File: src/rtl/sound_ac97_frame_tx_pkg.sv
// Shared sound constants plus AC'97 frame geometry and the frame-image builder.
package sound_ac97_frame_tx_pkg;

  localparam int unsigned SAMPLE_W   = 20;
  localparam int unsigned CMD_ADDR_W = 7;
  localparam int unsigned CMD_DATA_W = 16;

  localparam int unsigned FRAME_LEN = 256;
  localparam int unsigned CNT_W     = 8;
  localparam int unsigned TAG_W     = 16;
  localparam int unsigned SLOT_W    = 20;
  localparam int unsigned NUM_SLOTS = 12;
  localparam int unsigned SYNC_LEN  = 16;

  localparam int unsigned TAG_READY_BIT    = 15;
  localparam int unsigned TAG_CMD_ADDR_BIT = 14;
  localparam int unsigned TAG_CMD_DATA_BIT = 13;
  localparam int unsigned TAG_PCM_L_BIT    = 12;
  localparam int unsigned TAG_PCM_R_BIT    = 11;

  localparam int unsigned SLOT_CMD_ADDR = 1;
  localparam int unsigned SLOT_CMD_DATA = 2;
  localparam int unsigned SLOT_PCM_L    = 3;
  localparam int unsigned SLOT_PCM_R    = 4;

  // Image bit FRAME_LEN-1 is frame bit 0, so slot s starts at this image index.
  localparam int unsigned SLOT_CMD_ADDR_MSB = FRAME_LEN - 1 - TAG_W - (SLOT_CMD_ADDR - 1) * SLOT_W;
  localparam int unsigned SLOT_CMD_DATA_MSB = FRAME_LEN - 1 - TAG_W - (SLOT_CMD_DATA - 1) * SLOT_W;
  localparam int unsigned SLOT_PCM_L_MSB    = FRAME_LEN - 1 - TAG_W - (SLOT_PCM_L - 1) * SLOT_W;
  localparam int unsigned SLOT_PCM_R_MSB    = FRAME_LEN - 1 - TAG_W - (SLOT_PCM_R - 1) * SLOT_W;

  typedef logic [FRAME_LEN-1:0] frame_t;

  typedef struct packed {
    logic                  rw;
    logic [CMD_ADDR_W-1:0] addr;
    logic [CMD_DATA_W-1:0] data;
  } ac97_cmd_t;

  function automatic frame_t build_frame(input logic          cmd_present,
                                         input ac97_cmd_t     cmd,
                                         input logic          pcm_valid,
                                         input logic [SAMPLE_W-1:0] left,
                                         input logic [SAMPLE_W-1:0] right);
    frame_t           img;
    logic [TAG_W-1:0] tag;
    img = '0;
    tag = '0;
    tag[TAG_READY_BIT]    = 1'b1;
    tag[TAG_CMD_ADDR_BIT] = cmd_present;
    tag[TAG_CMD_DATA_BIT] = cmd_present;
    tag[TAG_PCM_L_BIT]    = pcm_valid;
    tag[TAG_PCM_R_BIT]    = pcm_valid;
    img[FRAME_LEN-1 -: TAG_W] = tag;
    if (cmd_present) begin
      img[SLOT_CMD_ADDR_MSB -: SLOT_W] = {cmd.rw, cmd.addr, 12'h000};
      img[SLOT_CMD_DATA_MSB -: SLOT_W] = cmd.rw ? SLOT_W'(0) : {cmd.data, 4'h0};
    end
    if (pcm_valid) begin
      img[SLOT_PCM_L_MSB -: SLOT_W] = left;
      img[SLOT_PCM_R_MSB -: SLOT_W] = right;
    end
    return img;
  endfunction

endpackage

File: src/rtl/sound_ac97_frame_tx_if.sv
// Parallel-load path between the frame builder and the slot shifter.
interface sound_ac97_frame_tx_if;
  import sound_ac97_frame_tx_pkg::*;

  logic   load;
  frame_t image;
  logic   sdata;

  modport master (output load, output image, input sdata);
  modport slave  (input load, input image, output sdata);
endinterface

File: src/rtl/sound_ac97_frame_tx_slot_shifter.sv
// 256-bit parallel-load shift register; emits image MSB first, one bit per clock.
module ac97_slot_shifter
  import sound_ac97_frame_tx_pkg::*;
(
  input  logic                 clk_i,
  input  logic                 rst_i,
  sound_ac97_frame_tx_if.slave shf_if
);
  frame_t shreg_q, shreg_d;
  logic   sdata_q, sdata_d;

  // On load the first bit goes straight to the output register so bit 0 appears with the latch.
  always_comb begin
    shreg_d = shreg_q;
    sdata_d = sdata_q;
    if (shf_if.load) begin
      sdata_d = shf_if.image[FRAME_LEN-1];
      shreg_d = {shf_if.image[FRAME_LEN-2:0], 1'b0};
    end else begin
      sdata_d = shreg_q[FRAME_LEN-1];
      shreg_d = {shreg_q[FRAME_LEN-2:0], 1'b0};
    end
  end

  always_ff @(posedge clk_i) begin
    if (rst_i) begin
      shreg_q <= '0;
      sdata_q <= 1'b0;
    end else begin
      shreg_q <= shreg_d;
      sdata_q <= sdata_d;
    end
  end

  assign shf_if.sdata = sdata_q;
endmodule

File: src/rtl/sound_ac97_frame_tx.sv
// AC'97 SDATA_OUT/SYNC frame transmitter: latches a tag+slot image at each frame wrap.
// Codec command path is present only when SOUND_AC97_CMD_EN is defined.
module sound_ac97_frame_tx
  import sound_ac97_frame_tx_pkg::*;
(
  input  logic                  I_CLK,
  input  logic                  I_RESET,
  input  logic [SAMPLE_W-1:0]   I_LEFT_SAMPLE,
  input  logic [SAMPLE_W-1:0]   I_RIGHT_SAMPLE,
  input  logic                  I_SAMPLE_VALID,
  output logic                  O_FRAME_START,
  input  logic                  I_CMD_VALID,
  input  logic                  I_CMD_RW,
  input  logic [CMD_ADDR_W-1:0] I_CMD_ADDR,
  input  logic [CMD_DATA_W-1:0] I_CMD_DATA,
  output logic                  O_CMD_READY,
  output logic                  O_SYNC,
  output logic                  O_SDATA
);
  logic [CNT_W-1:0] cnt_q, cnt_d;
  logic             sync_q, sync_d;
  logic             fstart_q, fstart_d;
  logic             latch_c;
  logic             cmd_present_c;
  ac97_cmd_t        cmd_c;
  frame_t           frame_c;

  sound_ac97_frame_tx_if u_shf_if ();

  assign latch_c = (cnt_q == CNT_W'(FRAME_LEN - 1));

  always_comb begin
    cnt_d    = cnt_q + CNT_W'(1);
    sync_d   = (cnt_d < CNT_W'(SYNC_LEN));
    fstart_d = latch_c;
  end

  always_ff @(posedge I_CLK) begin
    if (I_RESET) begin
      cnt_q    <= CNT_W'(FRAME_LEN - 1);
      sync_q   <= 1'b0;
      fstart_q <= 1'b0;
    end else begin
      cnt_q    <= cnt_d;
      sync_q   <= sync_d;
      fstart_q <= fstart_d;
    end
  end

`ifdef SOUND_AC97_CMD_EN
  ac97_cmd_t cmd_q, cmd_d;
  logic      cmd_empty_q, cmd_empty_d;

  // Frame uses the pre-edge holding register, so a command taken on the latch edge waits a frame.
  always_comb begin
    cmd_d       = cmd_q;
    cmd_empty_d = cmd_empty_q;
    if (latch_c) begin
      cmd_empty_d = 1'b1;
    end
    if (I_CMD_VALID && cmd_empty_q) begin
      cmd_d.rw    = I_CMD_RW;
      cmd_d.addr  = I_CMD_ADDR;
      cmd_d.data  = I_CMD_DATA;
      cmd_empty_d = 1'b0;
    end
  end

  always_ff @(posedge I_CLK) begin
    if (I_RESET) begin
      cmd_q       <= '0;
      cmd_empty_q <= 1'b1;
    end else begin
      cmd_q       <= cmd_d;
      cmd_empty_q <= cmd_empty_d;
    end
  end

  assign cmd_c         = cmd_q;
  assign cmd_present_c = ~cmd_empty_q;
  assign O_CMD_READY   = cmd_empty_q;
`else
  logic unused_cmd;
  assign unused_cmd    = ^{I_CMD_VALID, I_CMD_RW, I_CMD_ADDR, I_CMD_DATA};
  assign cmd_c         = '0;
  assign cmd_present_c = 1'b0;
  assign O_CMD_READY   = 1'b0;
`endif

  assign frame_c = build_frame(cmd_present_c, cmd_c, I_SAMPLE_VALID,
                               I_LEFT_SAMPLE, I_RIGHT_SAMPLE);

  assign u_shf_if.load  = latch_c;
  assign u_shf_if.image = frame_c;

  ac97_slot_shifter u_shifter (
    .clk_i  (I_CLK),
    .rst_i  (I_RESET),
    .shf_if (u_shf_if)
  );

  assign O_SYNC        = sync_q;
  assign O_FRAME_START = fstart_q;
  assign O_SDATA       = u_shf_if.sdata;
endmodule

File: config.mk
export PLATFORM = sky130hd
export DESIGN_NAME = sound_ac97_frame_tx
export DESIGN_NICKNAME = d
export VERILOG_FILES = /design/src/rtl/sound_ac97_frame_tx_pkg.sv /design/src/rtl/sound_ac97_frame_tx_if.sv /design/src/rtl/sound_ac97_frame_tx_slot_shifter.sv /design/src/rtl/sound_ac97_frame_tx.sv
export SDC_FILE = /design/constraint.sdc
export NUM_CORES = 1
export LEC_CHECK = 0
export BUFFER_PORTS_ARGS = -buffer_cell sky130_fd_sc_hd__buf_2
export CORE_MARGIN = 8
export CORE_UTILIZATION = 50
export DETAILED_ROUTE_END_ITERATION = 10
export HOLD_SLACK_MARGIN = 0.08
export PLACE_DENSITY = 0.74
export SLEW_MARGIN = 30
export SYNTH_ARGS = -nofsm -noshare
export SYNTH_HDL_FRONTEND = slang
export SYNTH_HIERARCHICAL = 1
export SYNTH_SLANG_ARGS = --single-unit
File: constraint.sdc
create_clock -name I_CLK -period 3 [get_ports I_CLK]
set_clock_uncertainty 0.15 [all_clocks]
set_input_delay 0.15 -clock I_CLK [delete_from_list [all_inputs] [get_ports I_CLK]]
set_output_delay 0.15 -clock I_CLK [all_outputs]
set_load 0.01 [all_outputs]
==> flow_metrics.tcl, run 1 <==
set metrics [dict create \
    overflow 0 \
    setup_viol 0 \
    run_status "complete, no violations" \
    grt_max_degree 148 \
    cts_max_path_buffers 3 \
    reg2reg_slack_ns 0.56 \
    grt_pass1_vias 6124 \
    cts_buffers 27 \
    worstSetupPathDepth 8 \
    post_cts_resized 0 \
    yosys_warnings 6 \
    finalNetCount 1256 \
    p_seq_share_pct 45.9 \
    place_area_sq_um 10850 \
    hp-start "I_SAMPLE_VALID" \
    grt_pass1_wl_um 26990 \
    clockRootBuffer "clkbuf_16" \
    setup_tns_ns 0 \
    hp-class "in2reg" \
    syn_avg_cell_area_sq_um 10.99 \
    via_per_inst 4.236 \
    worstPathRequired_ns 3.21 \
    cp_top_family "simple AND/OR/NAND/NOR gates" \
    clock-sinks 266 \
    r2r_start "cnt_q[0]" \
    powerDensity_nw_per_um2 740.4 \
    hold_violations 0 \
    critPathMaxFanout 29 \
    power.share.clock_pct 35.1 \
    yosys.area.top_type "dfxtp_1" \
    drc 0 \
    via_count 6244 \
    die_x_um 157.6 \
    post_cts_buffers 0 \
    slew_headroom_pct 38.39 \
    fin_crit_sh_pct 81.19 \
    slew_viol_final 0 \
    critPathMaxStageDelay_ns 0.39 \
    htree_levels 1 \
    synth_cells 912 \
    yosysSeqAreaShare_pct 53.13 \
    core_area_sq_um 19590 \
    yosysUniqueCellTypes 30 \
    drt_wl_total_um 16010 \
    power_mw 8.956 \
    cp-start-kind "flip-flop" \
    dp_hpwl_um 8626 \
    p_sw_share_pct 25.87 \
    pin_count 72 \
    synth_top_area_share_pct 53.13 \
    insertion_delay_ns 0.52 \
    gp_congestion 0.6964 \
    row_count 51 \
    portBuffers 45 \
    syn_area_sq_um 10020 \
    yosys_most_used_dff "dfxtp_1" \
    p_switching_mw 2.317 \
    cp_cell_sequence "ha_1 > nand3_1 > nor2_1 > and2_4 > buf_12 > buf_4 > mux2i_1 > nor2_1" \
    end_kind "flip-flop" \
    multi_input_area_sq_um 4792 \
    combPwrFrac_pct 19.0 \
    grt_util_all_layers_pct 12.78 \
    critPathBufInv 2 \
    worst-slew-pin-transition_ns 0.9241 \
    min_delay_path_depth 3 \
    instances_no_fill 1474 \
    drt_first_pass_iters 5 \
    startpoint "cnt_q[0]" \
    netlist_top_cells_count "266 x dfxtp_1, 257 x nor2_1, 255 x mux2i_1" \
    cp.arrival_ns 2.65 \
    crit_type "reg2reg" \
    synth.most_common_cell "dfxtp_1" \
    maxCapViolCount 0 \
    r2r-end "u_shifter/shreg_q[98]" \
    critPathSlowestCell "dfxtp_1" \
    fp.dieH_um 157.6 \
    clock.fmax_ghz 0.4105 \
    cp_common_cell "nor2_1" \
    drt_iter0_markers 351 \
    max-vdd-ir-drop_mv 0.4438 \
    final_area_sq_um 12100 \
    syn2layout_area_growth_pct 20.67 \
    die_area_sq_um 24830 \
    fill_cells 1591 \
    synth_area_leaders "dfxtp_1 53%, mux2i_1 25%, nor2_1 9.6%" \
    min_to "u_shifter/shreg_q[252]" \
    start_util_pct 51.17 \
    async_flop_share_pct 0 \
    antenna_found_initial 0 \
    p_int_mw 6.639 \
    period_needed_ns 2.436 \
    cts_tree "yes" \
    ys_seq_elements 266 \
    drive_gt1_share_pct 8.706 \
    synth_edf_count 0 \
    rsz0062_at_grt "false" \
    clkTransAtPathRegs_ns 0.06 \
    rr_worst_depth 8 \
    seqCellArea_sq_um 5325 \
    final_core_utilization_pct 61.74 \
    antenna_left 0 \
    p_leak_nw 5.024 \
    dpl.cell_count 1383 \
    avgRoutedWirePerCell_um 10.86 \
]
==> area by class of cell <==
type | instances | area share, %
antenna | 3 | 0.06207
clock inverter | 14 | 0.8276
timing repair buffer | 95 | 6.589
clock buffer | 34 | 6.134
tap | 265 | 2.741
multi-input combinational | 797 | 39.62
sequential | 266 | 44.03
==> per-stage QoR <==
| step | hold slack, ns | setup slack [ns] |
|---|---|---|
| finish | 0.09665 | 0.5642 |
| floorplan | 0.07161 | 1.079 |
| global placement | 0.2799 | 0.6264 |
| detailed placement | 0.2901 | 0.5573 |
| global route | 0.1342 | 0.4224 |
| CTS | 0.08514 | 0.5402 |
==> worst min-delay path: stages <==
cell and delay [ns]:
buf_2 0.29, mux2i_1 0.22, nor2_1 0.05
==> placed cells by master, fill, tap and decap left out, types with 2 or more instances in the layout <==
master / count
mux2i_1: 255
clkinv_2: 11
buf_4: 3
and2_1: 41
nor3_1: 3
clkbuf_8: 5
clkbuf_16: 27
o21bai_1: 3
nor2_1: 257
buf_12: 7
buf_2: 44
nand3_1: 2
clkinvlp_4: 2
clkbuf_1: 3
xnor2_1: 3
a31oi_1: 2
conb_1: 215
nand2b_1: 2
dlygate4sd3_1: 40
dfxtp_1: 266
diode_2: 3
==> cells by family after synthesis <==
| group | synth area share, % |
|---|---|
| buf+inv | 7.065 |
| fa+ha+maj | 0.1248 |
| flops | 53.13 |
| other cells | 0.07492 |
| compound gates | 0.5491 |
| simple gates | 13.33 |
| mux | 25.47 |
| xor+xnor | 0.2622 |
==> state kept, by name, summed over array words and instances (netlist names) <==
signal / cells
O_FRAME_START: 1
u_shifter/shreg_q: 255
O_SYNC: 1
u_shifter/shf_if.sdata: 1
cnt_q: 8
==> per-layer routing <==
layer | vias up | GRT usage [%] | part of all wire, %
met5 | - | 0 | 0
met4 | 0 | 5.122 | 3.0
met3 | 43 | 2.672 | 2.7
met2 | 66 | 21.53 | 47
met1 | 2798 | 15.70 | 47
li1 | 3337 | - | -
==> how the worst max path moves through the flow <==
stage	endpoint	slack (ns)
final	u_shifter/shreg_q[98]	0.56
after global routing	u_shifter/shreg_q[139]	0.42
after CTS	u_shifter/shreg_q[86]	0.54
after detailed placement	u_shifter/shreg_q[98]	0.56
after global placement	u_shifter/shreg_q[85]	0.63
after floorplan	u_shifter/shreg_q[211]	1.08
==> timing repair <==
| item | in CTS | in global routing |
|---|---|---|
| setup endpoints to repair | 0 | 0 |
| hold buffers | 40 | 0 |
| hold endpoints to repair | 40 | 0 |
==> power by group through the flow <==
stage	Combinational (mW)	Sequential (mW)	Clock, mW
2_1_floorplan	1.75	4.14	0
3_3_place_gp	1.63	4.17	0
3_5_place_dp	1.66	4.18	0
4_1_cts	1.72	4.11	3.24
5_1_grt	1.89	4.15	3.40
6_report	1.70	4.11	3.14
Power figures use the tool's default switching activity.
==> run 2, diff against run 1 <==
Settings changed: ABC_AREA set to 1, PLACE_DENSITY 0.74 to 0.76.
Clock period 3 ns to 2 ns, I/O delays scaled along.
==> run 2 against run 1 <==
Register-to-register slack got worse by 0.53 ns. Critical path depth is 3 higher. Clock power up 72%. Die area rose by 12%. Clock-buffer cell count is 7 higher. Sequential share of layout area is 6.7 points lower. Hold slack improved by 0.17 ns. Global-route usage increased by 1.5 points. Synthesized cell count is 93% higher. Total power rose by 83%. Combinational power increased by 150%. Via count up 54%. Critical path type unchanged.
==> flow_metrics.tcl, run 2 <==
set metrics [dict create \
    run_status "complete, no violations" \
    cts_max_path_buffers 3 \
    yosysUniqueCellTypes 24 \
    synth_edf_count 0 \
    core_area_sq_um 22430 \
    muxShareOfSynthArea_pct 0 \
    die_x_um 166.6 \
    yosys.area.top_type "dfxtp_1" \
    pin_count 72 \
    yosys_warnings 6 \
    end_kind "flip-flop" \
    cp-start-kind "flip-flop" \
    dp_hpwl_um 11110 \
    period_needed_ns 1.968 \
    maxCapViolCount 0 \
    insertion_delay_ns 0.53 \
    p_switching_mw 4.671 \
    worstPathRequired_ns 2.31 \
    clockRootBuffer "clkbuf_16" \
    syn_avg_cell_area_sq_um 6.456 \
    clkTransAtPathRegs_ns 0.06 \
    grt_pass1_wl_um 35360 \
    synth_area_leaders "dfxtp_1 47%, nand2_1 19%, nor2_1 17%" \
    largest_registers "u_shifter/shreg_q x255, cnt_q x8" \
    final_area_sq_um 14300 \
    drt_first_pass_iters 5 \
    ys_seq_elements 266 \
    worst-slew-pin-transition_ns 0.7109 \
    via_per_inst 4.107 \
    grt_use_met3_pct 2.340 \
    clock-sinks 266 \
    power_mw 16.37 \
    portBuffers 45 \
    met1_usage_pct 16.69 \
    n_antenna_cell 0 \
    largest_register "u_shifter/shreg_q" \
    finalNetCount 2113 \
    grt_util_all_layers_pct 14.25 \
    fin_crit_sh_pct 98.38 \
    yosys_most_used_dff "dfxtp_1" \
    drive_gt1_share_pct 7.129 \
    drt_iter0_markers 698 \
    antenna_found_initial 0 \
    powerDensity_nw_per_um2 1145 \
    hold_violations 0 \
    synth.most_common_cell "nand2_1" \
    drt_wl_total_um 22720 \
    htree_levels 1 \
    cp_top_family "simple AND/OR/NAND/NOR gates" \
    combPwrFrac_pct 25.7 \
    overflow 0 \
    grtUsageMet2_pct 26.20 \
    grt_busiest_layer "met2" \
    p_sw_share_pct 28.53 \
    die_area_sq_um 27750 \
    hp-class "in2reg" \
    crit_type "reg2reg" \
    cp_cell_sequence "ha_4 > nand2_1 > nor2_2 > nand3_2 > nor2_4 > buf_12 > buf_6 > clkbuf_16 > buf_6 > nor2_1 > nor2_1" \
    antenna_left 0 \
    power.share.clock_pct 33.0 \
    slew_viol_final 0 \
    start_util_pct 50.54 \
    synth_top_area_share_pct 46.97 \
    cp.arrival_ns 2.28 \
    grt_max_degree 74 \
    place_area_sq_um 12370 \
    final_cell_mix "565 x nand2_1, 512 x nor2_1, 299 x inv_1" \
    synthXorXnorAreaFrac_pct 0.1545 \
    p_leak_nw 6.710 \
    row_count 55 \
    max-vdd-ir-drop_mv 0.5746 \
    yosys.area_share.adder_pct 0.1104 \
    cts_tree "yes" \
    synth_top_family_by_area "simple AND/OR/NAND/NOR gates" \
    critPathBufInv 4 \
    async_flop_share_pct 0 \
    critPathMaxStageDelay_ns 0.37 \
    synth-simple-area-share_pct 36.32 \
    syn2layout_area_growth_pct 26.09 \
    clock.fmax_ghz 0.5082 \
    cts_buffers 28 \
    critPathMaxFanout 13 \
    via_count 9639 \
    grt_pass1_vias 8592 \
    holdWs_ns 0.2644 \
    netlist_top_cells_count "565 x nand2_1, 513 x nor2_1, 300 x inv_1" \
    largest_register_ffs 255 \
    fill_cells 1828 \
    p_seq_share_pct 41.3 \
    p_int_mw 11.70 \
    final_common_cell "nand2_1" \
    slew_headroom_pct 52.61 \
    synth_compound_area_share_pct 0.1987 \
    synth_cells 1756 \
    setup_viol 0 \
    syn_area_sq_um 11340 \
    gp_congestion 0.7807 \
    fp.dieH_um 166.6 \
    place_ws_ns 0.03880 \
    critPathSlowestCell "dfxtp_4" \
    drc 0 \
    setup_slack_ns 0.03235 \
    yosysSeqAreaShare_pct 46.97 \
    avgRoutedWirePerCell_um 9.680 \
]
[run 2: cell types whose count changed in the layout (fill, tap and decap cells not counted), sizes merged, moves of 3 or more]
| cell | delta |
|---|---|
| and2 | -42 |
| buf | +27 |
| bufinv | +3 |
| clkbuf | +18 |
| clkinv | -9 |
| diode | -3 |
| inv | +301 |
| mux2i | -255 |
| nand2 | +564 |
| nand3 | +4 |
| nor2 | +259 |
[run 2: repair_timing]
item | 4_1_cts | 5_1_grt
resized for setup | 0 | 18
hold endpoints to repair | 82 | 0
endpoints found under the setup margin | 0 | 230
setup buffers | 0 | 8
hold buffers | 42 | 0
[run 2: worst min-delay path, cell delays in order]
cell,delay [ns]
dlygate4sd3_1,0.52
buf_2,0.20
nor3_1,0.07
[run 2: worst paths after layout]
path / startpoint / end / slack, ns / depth (start not counted)
hold reg to reg: u_shifter/shreg_q[168] / u_shifter/shreg_q[169] / 0.29 / 2
hold / removal: I_RESET / O_FRAME_START / 0.26 / 3
setup / recovery: cnt_q[0] / u_shifter/shreg_q[62] / 0.03 / 11
setup reg to reg: cnt_q[0] / u_shifter/shreg_q[62] / 0.03 / 11
[run 2: layout make-up]
class                      instances  area [sq um]  area share [%]
clock buffer                      41         840.8           5.882
clock inverter                     7         137.6          0.9628
inverter                         301          1135           7.939
multi-input combinational       1312          4997           34.96
sequential                       266          5330           37.29
tap                              285         356.6           2.495
timing repair buffer             135          1498           10.48
[run 2: stage by stage]
step / std cells / TNS, ns / util [%]
6_report: 2347 / 0 / 63.72
5_1_grt: 2347 / -0.5765 / 63.72
4_1_cts: 2321 / 0 / 61.36
3_5_place_dp: 2231 / 0 / 55.13
3_3_place_gp: 2231 / 0 / 55.13
2_1_floorplan: 1969 / 0 / -
[run 2: cells by family after synthesis]
group,Yosys count
buffers and inverters,391
and+or+nand+nor,1090
xor gates and xnor gates,2
adders and majority gates,1
other,2
DFF,266
AOI/OAI and AO/OA,4
[run 2: metal layers]
metal	vias to the layer above	part of all wire (%)
met5	-	0
met4	0	2.1
met3	40	3.6
met2	143	49
met1	4163	45
li1	5293	-
[run 2: power groups by stage]
| stage | Clock, mW | Sequential (mW) | Combinational (mW) |
|---|---|---|---|
| 6_report | 5.40 | 6.77 | 4.20 |
| 5_1_grt | 5.75 | 6.87 | 4.80 |
| 3_5_place_dp | 0 | 6.86 | 3.43 |
| 2_1_floorplan | 0 | 6.79 | 3.10 |
| 3_3_place_gp | 0 | 6.84 | 3.31 |
| 4_1_cts | 5.53 | 6.76 | 3.52 |
